File: src/rtl/cc_unit.sv
// Condition-code unit: classifies a bus value into one-hot {N,Z,P}, keeps a
// LIFO save stack of condition codes for interrupt entry/return, and registers branch decisions.
module cc_unit #(
    parameter int WIDTH = 16,
    parameter int DEPTH = 4
) (
    input  logic             clk,
    input  logic             rst,
    input  logic [WIDTH-1:0] bus,
    input  logic             cc_ld,
    input  logic             cc_save,
    input  logic             cc_restore,
    input  logic             br_en,
    input  logic [2:0]       br_mask,
    input  logic             err_clr,
    output logic [2:0]       nzp,
    output logic             br_taken,
    output logic             stk_full,
    output logic             stk_empty,
    output logic             err
);

    localparam int CW = $clog2(DEPTH + 1);
    localparam int IW = (DEPTH > 1) ? $clog2(DEPTH) : 1;

    logic [CW-1:0] count;
    logic [2:0]    stk [DEPTH];
    logic [2:0]    cls;
    logic [IW-1:0] wr_idx;
    logic [IW-1:0] rd_idx;
    logic          conflict;
    logic          push_ok;
    logic          pop_ok;
    logic          err_ev;

    always_comb begin
        cls = 3'b001;
        if (bus == '0)
            cls = 3'b010;
        else if (bus[WIDTH-1])
            cls = 3'b100;
    end

    assign stk_full  = (count == CW'(DEPTH));
    assign stk_empty = (count == '0);

    // Indices are only used when the matching push/pop is legal, so the
    // truncation never selects a non-existent entry.
    assign wr_idx = IW'(count);
    assign rd_idx = IW'(count - CW'(1));

    assign conflict = cc_save & cc_restore;
    assign push_ok  = cc_save & ~cc_restore & ~stk_full;
    assign pop_ok   = cc_restore & ~cc_save & ~stk_empty;
    assign err_ev   = conflict
                    | (cc_save & ~cc_restore & stk_full)
                    | (cc_restore & ~cc_save & stk_empty);

    // Stack storage is not reset; only the count defines valid entries.
    always_ff @(posedge clk) begin
        if (!rst && push_ok)
            stk[wr_idx] <= nzp;
    end

    always_ff @(posedge clk) begin
        if (rst) begin
            nzp      <= 3'b010;
            br_taken <= 1'b0;
            count    <= '0;
            err      <= 1'b0;
        end else begin
            br_taken <= br_en & |(br_mask & nzp);

            // A legal restore wins over cc_ld; a save/restore conflict freezes nzp.
            if (pop_ok)
                nzp <= stk[rd_idx];
            else if (!conflict && cc_ld)
                nzp <= cls;

            if (pop_ok)
                count <= count - CW'(1);
            else if (push_ok)
                count <= count + CW'(1);

            if (err_ev)
                err <= 1'b1;
            else if (err_clr)
                err <= 1'b0;
        end
    end

endmodule

File: config.mk
export PLATFORM = sky130hd
export DESIGN_NAME = cc_unit
export DESIGN_NICKNAME = d
export VERILOG_FILES = /design/src/rtl/cc_unit.sv
export SDC_FILE = /design/constraint.sdc
export NUM_CORES = 1
export LEC_CHECK = 0
export BUFFER_PORTS_ARGS = -buffer_cell sky130_fd_sc_hd__buf_4
export CAP_MARGIN = 20
export CORE_ASPECT_RATIO = 1.4
export CORE_MARGIN = 3
export CORE_UTILIZATION = 52
export CTS_CLUSTER_SIZE = 12
export DETAILED_ROUTE_END_ITERATION = 6
export PLACE_DENSITY = 0.82
export SYNTH_ARGS = -nofsm -noshare
export SYNTH_HDL_FRONTEND = slang
export SYNTH_SLANG_ARGS = --single-unit
File: constraint.sdc
create_clock -name clk -period 5.36 [get_ports clk]
set_input_delay 0.536 -clock clk [delete_from_list [all_inputs] [get_ports clk]]
set_output_delay 0.536 -clock clk [all_outputs]
set_load 0.03 [all_outputs]
==> results.toml, run 1 <==
[routing]
drtPass1Iterations = 4
drt-initial-drc-count = 30
drcViolationCount = 0
ant_nets = 0
finalWirelength_mm = 2.397
vias = 829
via_per_inst = 6.141
wl_per_cell_um = 17.76

[placed_design]
dp_hpwl_mm = 1.868
dpl_cell_area_sq_mm = 0.001245
gp_congestion = 0.7279
io_buffers = 32

[power_and_ir_drop]
power_density_mw_per_mm2 = 274.5
pwr-share-clk = 0.208
seq_power_share = 0.527
p_sw_mw = 0.1038
combPwrFrac = 0.266
p_leak_nw = 0.5162
p_int_mw = 0.2452
ir_drop_uv = 202.1
switching_share = 0.2974

[cells_and_area]
diodes = 0
mostFrequentLayoutCell = "buf_4"
layout_common_cells = "buf_4 (32), edfxtp_1 (12), dfxtp_1 (8)"
drive_above_1_share = 0.3652
nNetsFinal = 147
syn2layout_area_growth_pct = 28.61
finalInstanceArea_sq_mm = 0.001271

[synthesis]
yosysWarnings = 0
syn_area_per_cell_sq_um = 12.20
synth_cells = 81
synthArstFlopShare = 0
synth_compound_area_frac = 0.1013
synth_top_cell_by_area = "edfxtp_1"
yosysSeqAreaShare = 0.5266
synth_xor_area_frac = 0
synth_nets = 112
ys_top_cells_by_area = "edfxtp_1 (36%), dfxtp_1 (16%), mux4_2 (6.8%)"
synth_cell_types = 31
synth_edf_count = 12
ys_ff_latch = 20
ys.flop_type = "edfxtp_1"
synthAdderAreaFrac = 0.06329
synth_area_sq_um = 988.4
synth_top_area_share = 0.3646
synthSimpleGateAreaFrac = 0.1873
synth.area.mux_share = 0.08987
synth_top_family_by_area = "simple AND/OR/NAND/NOR gates"

[floorplan]
rows = 18
dieWidth_um = 42.85
die_area_sq_mm = 0.002467
core_sq_mm = 0.001779
ios = 33
initial_core_util = 0.5556
fp.dieH_um = 57.59

[clock_tree]
clockBufferDepth = 2
insertion_delay_ns = 0.30
cts.sinks = 20
cts_hold_buf = 0
cts_buffers = 3
cts-root-buf = "clkbuf_4"
cts_tree = "yes"
clkTransAtPathRegs_ns = 0.11
post-cts-setup-buffers = 0
htreeDepth = 1
cts_resized = 0

[global_routing]
antenna_found_initial = 0
grt_first_pass_wirelength_mm = 3.608
grt_max_degree = 12
grtUsageTotal = 0.2048
grt_pass1_vias = 801
grt-ovfl-total = 0

[sta]
rsz0062_at_grt = "no"
period_needed_ns = 2.222
final.setup.tns_ns = 0
period_share = 0.4146
finalHoldViolCount = 0
finalSetupViolCount = 0
relSlewSlack = 0.6945
slew_violations = 0
finalClockSkew_ns = 0.002903
whs_ns = 0.4776
max_slew.worst_pin.slew_ns = 0.4573
max_freq_ghz = 0.4500

[worst_setup_path]
critPathMaxFanout = 8
crit_path_end_kind = "output pin"
required_ns = 4.82
worstSetupStartpointType = "register"
critPathKind = "register to output pin"
cp.arrival_ns = 1.69
reg2regPathDepth = 6

[flow_run]
cap_violations = 0

[worst_hold_path]
hold_path_class = "input pin to register"
hold_depth = 2

[run_status]
status = "finished, final reports clean"
state kept, by name, summed over array words and instances (netlist names):
| register | cells |
|---|---|
| br_taken | 1 |
| count | 3 |
| err | 1 |
| nzp | 3 |
| stk | 12 |
cell type report:
class	count	area (sq um)
sequential	20	520.5
clock buffer	3	22.52
inverter	6	22.52
fill	135	508.0
timing repair buffer	32	240.2
tap	20	25.02
clock inverter	1	3.754
multi-input combinational	53	436.7
through the flow:
| stage | setup WS (ns) | cells | power (mW) | util |
|---|---|---|---|---|
| after CTS | 3.144 | 135 | 0.3492 | 0.7145 |
| after floorplan | 3.668 | 81 | 0.2411 | - |
| after global routing | 3.034 | 135 | 0.3645 | 0.7145 |
| after detailed placement | 3.387 | 131 | 0.2797 | 0.6997 |
| final | 3.138 | 135 | 0.3489 | 0.7145 |
| after global placement | 3.473 | 131 | 0.2752 | 0.6997 |
worst paths after layout:
| kind | startpoint | to | slack, ns |
|---|---|---|---|
| hold / removal | rst | count[0] | 0.48 |
| setup / recovery | count[0] | stk_full | 3.14 |
| setup reg to reg | count[0] | stk[2][2] | 3.36 |
| hold reg to reg | err | err | 0.54 |
logic make-up (layout without fill, tap and decap cells):
family          after synthesis  in the layout
fa+ha+maj                     5              5
compound gates               14             14
buf+inv                       8             42
flops                        20             20
simple gates                 29             29
mux                           5              5
synthesized netlist by cell type, drive strengths merged (2+ instances only):
master	n
inv	6
a211oi	2
dfxtp	8
a21oi	5
a21boi	2
and2	5
nand3	3
nor2	4
nor2b	3
mux4	3
edfxtp	12
nand2	3
a222oi	2
ha	5
nor4	4
nor3	2
critical path: stages (launching register included):
cell and delay, ns:
dfxtp_1 0.58, inv_1 0.15, ha_1 0.30, nand2_1 0.15, inv_1 0.05, buf_4 0.16
power by group through the flow:
| stage | clock network, mW | logic [mW] | registers [mW] |
|---|---|---|---|
| 6_report | 0.0724 | 0.0928 | 0.184 |
| 5_1_grt | 0.0803 | 0.0990 | 0.185 |
| 4_1_cts | 0.0722 | 0.0931 | 0.184 |
| 3_5_place_dp | 0 | 0.0922 | 0.188 |
| 3_3_place_gp | 0 | 0.0883 | 0.187 |
| 2_1_floorplan | 0 | 0.0514 | 0.190 |
routing by layer:
layer  global-route usage  wire length, um  vias to the layer above
met5                    0                0                        -
met4              0.09333               62                        0
met3              0.01893               83                        7
met2               0.3863             1420                       28
met1               0.2227              831                      416
li1                     -                -                      378
(Power assumes the default switching activity.)
==> inputs of run 2 (changes only) <==
--- a/config.mk
+++ b/config.mk
@@ -9,10 +9,10 @@
 export CAP_MARGIN = 20
 export CORE_ASPECT_RATIO = 1.4
 export CORE_MARGIN = 3
-export CORE_UTILIZATION = 52
+export CORE_UTILIZATION = 48
 export CTS_CLUSTER_SIZE = 12
 export DETAILED_ROUTE_END_ITERATION = 6
-export PLACE_DENSITY = 0.82
+export PLACE_DENSITY = 0.77
 export SYNTH_ARGS = -nofsm -noshare
 export SYNTH_HDL_FRONTEND = slang
 export SYNTH_SLANG_ARGS = --single-unit
==> constraint.sdc (replaced) <==
create_clock -name clk -period 2.3 [get_ports clk]
set_input_delay 0.23 -clock clk [delete_from_list [all_inputs] [get_ports clk]]
set_output_delay 0.23 -clock clk [all_outputs]
set_load 0.03 [all_outputs]
==> run 2 against run 1 <==
- critical path depth increased by 1
- worst hold slack got worse by 0.31 ns
- clock skew increased by 0.0064 ns
==> results.toml, run 2 (synthesis gave the netlist of run 1 again) <==
[run_status]
status = "finished, final reports clean"

[routing]
vias = 773
ant_nets = 0
via_per_inst = 5.684
drcViolationCount = 0
finalWirelength_mm = 2.168
drtPass1Iterations = 5
drt-initial-drc-count = 27
wl_per_cell_um = 15.94

[sta]
period_needed_ns = 1.708
final.setup.tns_ns = 0
slew_violations = 0
max_slew.worst_pin.slew_ns = 0.5273
finalHoldViolCount = 0
final.setup.worst_slack_ns = 0.5917
whs_ns = 0.1725
rsz0062_at_grt = "no"
max_freq_ghz = 0.5854
finalSetupViolCount = 0
relSlewSlack = 0.6394
period_share = 0.7427
finalClockSkew_ns = 0.009317

[placed_design]
dp_hpwl_mm = 1.743
gp_congestion = 0.7591
dp.cells = 132
dpl_cell_area_sq_mm = 0.001252
pre_cts_ws_ns = 0.6105
io_buffers = 32

[clock_tree]
post-cts-setup-buffers = 0
cts_resized = 0
clkTransAtPathRegs_ns = 0.11
insertion_delay_ns = 0.30
cts.sinks = 20
htreeDepth = 1
cts-root-buf = "clkbuf_4"
cts_hold_buf = 0
clockBufferDepth = 2
cts_tree = "yes"
cts_buffers = 3

[power_and_ir_drop]
ir_drop_uv = 433.0
p_leak_nw = 0.5270
fin_total_pwr_mw = 0.8399
power_density_mw_per_mm2 = 651.7

[worst_hold_path]
hold_path_class = "input pin to register"
hold_start = "rst"
hold_depth = 2

[floorplan]
fp.dieH_um = 59.70
core_sq_mm = 0.001847
die_area_sq_mm = 0.002647
dieWidth_um = 44.35
rows = 18
ios = 33
initial_core_util = 0.5352

[global_routing]
antenna_found_initial = 0
grt_first_pass_wirelength_mm = 3.325
grt-ovfl-total = 0
grt_max_degree = 12
grtUsageTotal = 0.1757
grt_pass1_vias = 757

[worst_setup_path]
critPathMaxFanout = 4
critPathKind = "register to register"
r2r_start = "count[1]"
crit_path_end_kind = "register"
cp.arrival_ns = 1.71
worstSetupStartpointType = "register"
reg2regPathDepth = 6
required_ns = 2.31
critPathLaunch = "count[1]"

[cells_and_area]
nNetsFinal = 148
drive_above_1_share = 0.3793
diodes = 0
layout_common_cells = "buf_4 (33), edfxtp_1 (12), dfxtp_1 (8)"
top_regs = "stk (12), count (3), nzp (3)"
largest_reg_flops = 12
utilization = 0.6978
syn2layout_area_growth_pct = 30.38
finalInstanceArea_sq_mm = 0.001289
layout.cells.non_filler = 136
largest-register = "stk"
mostFrequentLayoutCell = "buf_4"

[flow_run]
cap_violations = 0
[run 2: layer usage]
| metal | wire [um] | global-route usage |
|---|---|---|
| met5 | 0 | 0 |
| met4 | 49 | 0.09052 |
| met3 | 80 | 0.03012 |
| met2 | 1223 | 0.3104 |
| met1 | 815 | 0.1977 |
[run 2: worst max-delay path, cell delays in order (launching register included)]
cell and delay [ns]:
dfxtp_1 0.37, inv_1 0.10, ha_1 0.27, nand2_1 0.15, nand2_1 0.11, nor2_1 0.19
and2_1 0.23
[run 2: final cells by class]
cell class | instances | area (sq um)
repair buffers | 33 | 247.7
clock buffers | 4 | 36.28
inverters | 6 | 22.52
fillers | 144 | 558.0
flip-flops and latches | 20 | 520.5
well taps | 20 | 25.02
multi-input cells | 53 | 436.7
[run 2: path summary, 6_finish.rpt]
| kind | endpoint | slack [ns] |
|---|---|---|
| worst min-delay path | nzp[2] | 0.17 |
| worst max register to register | stk[3][1] | 0.59 |
| worst max-delay path | stk[3][1] | 0.59 |
| worst min register to register | err | 0.53 |
[run 2: power by group]
group	leakage, nW	total, mW	internal, mW	switching [mW]
combinational	0.331	0.220	0.107	0.113
sequential	0.175	0.422	0.403	0.0191
clock	0.0210	0.198	0.0966	0.101
